### src/rtl/rf_wr_arb.sv
// rf_wr_arb: two-client register-file write-port arbiter (ALU and load unit).
//
// Ports:
//   clk, reset               - clock, asynchronous active-high reset
//   alu_req/ptr/data/lock    - ALU writeback request, held until granted
//   ld_req/ptr/data/lock     - load-unit writeback request, held until granted
//   alu_gnt, ld_gnt          - combinational grants (one-hot or zero)
//   we, ptr_w, di            - registered register-file write port
//   drop                     - registered pulse: granted write was illegal and discarded
//   drop_cnt                 - saturating drop counter (only with RF_WR_DROP_CNT_EN)
//
// Configuration macro: RF_WR_DROP_CNT_EN adds the drop_cnt output and counter.
module rf_wr_arb (
    input  logic       clk,
    input  logic       reset,
    input  logic       alu_req,
    input  logic [4:0] alu_ptr,
    input  logic [7:0] alu_data,
    input  logic       alu_lock,
    input  logic       ld_req,
    input  logic [4:0] ld_ptr,
    input  logic [7:0] ld_data,
    input  logic       ld_lock,
    output logic       alu_gnt,
    output logic       ld_gnt,
    output logic       we,
    output logic [4:0] ptr_w,
    output logic [7:0] di,
    output logic       drop
`ifdef RF_WR_DROP_CNT_EN
    ,
    output logic [7:0] drop_cnt
`endif
);

    localparam int unsigned PTR_W      = 5;
    localparam int unsigned DATA_W     = 8;
    localparam int unsigned CNT_W      = 8;
    localparam int unsigned LAST_LEGAL = 7;

    typedef enum logic [1:0] {
        ARB      = 2'd0,
        LOCK_ALU = 2'd1,
        LOCK_LD  = 2'd2
    } state_e;

    state_e              state_q, state_d;
    logic                prio_ld_q, prio_ld_d;   // 1: load unit wins a tie
    logic                we_q, we_d;
    logic [PTR_W-1:0]    ptr_w_q, ptr_w_d;
    logic [DATA_W-1:0]   di_q, di_d;
    logic                drop_q, drop_d;

    logic                any_gnt;
    logic [PTR_W-1:0]    sel_ptr;
    logic [DATA_W-1:0]   sel_data;
    logic                sel_lock;
    logic                legal;

    // Grant selection; nothing is granted while reset is asserted.
    always_comb begin
        alu_gnt = 1'b0;
        ld_gnt  = 1'b0;
        if (!reset) begin
            unique case (state_q)
                ARB: begin
                    if (alu_req && ld_req) begin
                        ld_gnt  = prio_ld_q;
                        alu_gnt = !prio_ld_q;
                    end else begin
                        alu_gnt = alu_req;
                        ld_gnt  = ld_req;
                    end
                end
                LOCK_ALU: alu_gnt = alu_req;
                LOCK_LD:  ld_gnt  = ld_req;
                default: begin
                    alu_gnt = 1'b0;
                    ld_gnt  = 1'b0;
                end
            endcase
        end
    end

    // Granted payload mux and legality (only r1..r7 writable).
    always_comb begin
        any_gnt  = alu_gnt | ld_gnt;
        sel_ptr  = ld_gnt ? ld_ptr  : alu_ptr;
        sel_data = ld_gnt ? ld_data : alu_data;
        sel_lock = ld_gnt ? ld_lock : alu_lock;
        legal    = (sel_ptr != '0) && (sel_ptr <= PTR_W'(LAST_LEGAL));
    end

    // Next state: a grant always decides the lock state and flips priority to the other client.
    always_comb begin
        state_d   = state_q;
        prio_ld_d = prio_ld_q;
        we_d      = 1'b0;
        drop_d    = 1'b0;
        ptr_w_d   = ptr_w_q;
        di_d      = di_q;
        if (any_gnt) begin
            prio_ld_d = alu_gnt;
            if (sel_lock) begin
                state_d = alu_gnt ? LOCK_ALU : LOCK_LD;
            end else begin
                state_d = ARB;
            end
            we_d   = legal;
            drop_d = !legal;
            if (legal) begin
                ptr_w_d = sel_ptr;
                di_d    = sel_data;
            end
        end
    end

    always_ff @(posedge clk or posedge reset) begin
        if (reset) begin
            state_q   <= ARB;
            prio_ld_q <= 1'b1;
            we_q      <= 1'b0;
            ptr_w_q   <= '0;
            di_q      <= '0;
            drop_q    <= 1'b0;
        end else begin
            state_q   <= state_d;
            prio_ld_q <= prio_ld_d;
            we_q      <= we_d;
            ptr_w_q   <= ptr_w_d;
            di_q      <= di_d;
            drop_q    <= drop_d;
        end
    end

    assign we    = we_q;
    assign ptr_w = ptr_w_q;
    assign di    = di_q;
    assign drop  = drop_q;

`ifdef RF_WR_DROP_CNT_EN
    logic [CNT_W-1:0] drop_cnt_q, drop_cnt_d;

    // Counts alongside the drop pulse, saturating at all-ones.
    always_comb begin
        drop_cnt_d = drop_cnt_q;
        if (drop_d && (drop_cnt_q != '1)) begin
            drop_cnt_d = drop_cnt_q + CNT_W'(1);
        end
    end

    always_ff @(posedge clk or posedge reset) begin
        if (reset) begin
            drop_cnt_q <= '0;
        end else begin
            drop_cnt_q <= drop_cnt_d;
        end
    end

    assign drop_cnt = drop_cnt_q;
`endif

endmodule

### config.mk
export PLATFORM = sky130hd
export DESIGN_NAME = rf_wr_arb
export DESIGN_NICKNAME = d
export VERILOG_FILES = /design/src/rtl/rf_wr_arb.sv
export SDC_FILE = /design/constraint.sdc
export NUM_CORES = 1
export LEC_CHECK = 0
export BUFFER_PORTS_ARGS = -buffer_cell sky130_fd_sc_hd__buf_4
export CORE_ASPECT_RATIO = 1.75
export CORE_MARGIN = 2
export CORE_UTILIZATION = 41
export DETAILED_ROUTE_END_ITERATION = 10
export GPL_TIMING_DRIVEN = 0
export PLACE_DENSITY_LB_ADDON = 0.25
export SYNTH_ARGS = -nofsm -noshare
export SYNTH_HDL_FRONTEND = slang
export SYNTH_SLANG_ARGS = --single-unit
### constraint.sdc
create_clock -name clk -period 2.6 [get_ports clk]
set_input_delay 0.52 -clock clk [delete_from_list [all_inputs] [get_ports clk]]
set_output_delay 0.52 -clock clk [all_outputs]
set_load 0.05 [all_outputs]
==> impl_metrics.ini <==
[run_status]
status = finished clean

[detailed_routing]
antenna_left = 0
vias = 815
drc = 0
viasPerCell = 5.26
drt_pass1_iterations = 2
drt_iter0_markers = 21
wl_per_cell_um = 14.7
totalWireLength_um = 2280

[clocking]
root_buffer = clkbuf_8
numCtsBuffers = 3
cts-resized-gates = 0
path_clk_slew_ns = 0.07
cts_setup_buffers = 0
clock_path_buffers = 2
cts_tree = built
clk_latency_ns = 0.25
htree_levels = 1
holdBufCountCts = 0
cts.sinks = 18

[global_routing]
grt_pass1_vias = 887
overflow = 0
antenna_found_initial = 0
grt_util_all_layers_pct = 19.1
grt_max_degree = 19
grt_pass1_wl_um = 3580

[synthesis]
synth_edf_count = 0
yosys_warnings = 0
synth_flop_cell = dfrtp_1
synth.yosys.seq_area_share_pct = 46.1
synthArstFlopShare_pct = 100
synthesis.instances = 78
synth.cell_area_um2 = 980
syn_nets = 110
synth_area_per_cell_um2 = 12.6
ys_ff_latch = 18
ys_types = 25

[timing]
tightestPinTransition_ns = 0.678
setup_tns_ns = 0
hold_viol = 0
setup_viol = 0
setup_ws_ns = 0.349
maxSlewHeadroom_pct = 54.8
grt_setup_unrepaired = no
min_period_ns = 2.25
fmax_mhz = 444
drv_slew = 0
skew_ns = 0.000980
min_period_over_period_pct = 86.6

[floorplan]
design.core.area_um2 = 2270
io_pins = 49
initial_core_util_pct = 43.1
fp-row-count = 23
die_x_um = 41.0
die_h_um = 68.7
dieArea_um2 = 2810

[setup_path]
critPathArrivalTime_ns = 1.73
crit_path_end_kind = output port
cp-start-kind = flip-flop
critPathKind = reg -> out
required_ns = 2.08
path_max_fanout = 10

[final_layout]
fillCellCount = 196
layout-drive-gt1-share_pct = 63.8
final_cell_mix = buf_4 (48), dfrtp_1 (17), mux2_2 (14), nand2_1 (8), mux2_4 (7)
antennaDiodeCount = 0
final_common_cell = buf_4
regArea_um2 = 452
fin_area_um2 = 1430
multiInputGateArea_um2 = 490
final_core_util_pct = 62.7
area_growth_pct = 45.6
final_nets = 163

[placement]
gp_congestion = 0.657
hpwl_um = 1870
dpl_cell_area_um2 = 1370
io_buffer_count = 48
pre_cts_ws_ns = 0.383

[pwr]
powerDensity_nw_per_um2 = 1100
power_w = 0.00157
ir_worst_vdd_v = 0.000615
leakagePower_nw = 0.693

[min_path]
holdCritPathClass = in -> async

[run]
cap_violations = 0
==> critical path, stage by stage, from the launching register on <==
cell,delay (ns)
dfrtp_1,0.40
or3b_4,0.45
nor2_4,0.23
buf_6,0.18
buf_4,0.21
==> synth_stat cells (2+ instances only) <==
master   instances  area share (%)
o21ai_0          2             1.0
dfrtp_1         17              43
nor3b_2          2             2.6
mux2_4           7              11
nor2_1           4             1.5
mux2_2          14              16
or3_1            2             1.3
buf_6            2             2.3
inv_1            4             1.5
nand2_1          8             3.1
a22o_1           2             1.8
==> kinds of logic (layout without fill, tap and decap cells) <==
family | count (synthesis) | in the layout | synth area share, %
AOI/OAI and AO/OA | 8 | 8 | 6.51
buffers and inverters | 6 | 58 | 3.83
DFF | 18 | 18 | 46.1
muxes | 21 | 21 | 26.8
and+or+nand+nor | 25 | 25 | 16.7
==> report_power, final <==
group / internal (W) / leakage (nW) / switching [W]
logic: 0.000333 / 0.442 / 0.000524
clock network: 0.000134 / 0.0288 / 0.0000910
registers: 0.000407 / 0.222 / 0.0000805
==> sequential cells by signal (all words and copies together), names as in the netlist <==
| register | count |
|---|---|
| prio_ld_q | 1 |
| we | 1 |
| drop | 1 |
| state_q | 2 |
| di | 8 |
| ptr_w | 5 |
==> layer usage <==
layer | up-vias | part of all wire [%] | global-route usage [%]
li1 | 381 | - | -
met1 | 399 | 33 | 18.3
met2 | 31 | 58 | 35.2
met3 | 4 | 6.7 | 3.21
met4 | 0 | 2.0 | 10.0
met5 | - | 0 | 0
==> layout make-up <==
class,instances,share of cell area (%)
Clock buffer,4,3.86
Inverter,4,1.05
Sequential cell,18,31.7
Buffer,2,1.58
Timing Repair Buffer,48,25.3
Tap cell,25,2.19
Multi-Input combinational cell,54,34.4
==> per-stage QoR <==
stage	hold slack, ns	std cells
5_1_grt	0.450	155
2_1_floorplan	0.458	78
4_1_cts	0.420	155
3_3_place_gp	0.475	151
6_report	0.393	155
3_5_place_dp	0.476	151
==> path summary, 6_finish.rpt <==
check / to / depth (start not counted) / start / slack, ns
min reg2reg: prio_ld_q / 2 / prio_ld_q / 0.49
min in group clk: state_q[1] / 3 / ld_lock / 0.46
max reg2reg: ptr_w[2] / 5 / state_q[1] / 0.62
min: state_q[0] / 2 / reset / 0.39
max: ld_gnt / 4 / state_q[0] / 0.35
max in group asynchronous: ptr_w[1] / 2 / reset / 1.78
(Power assumes the default switching activity.)
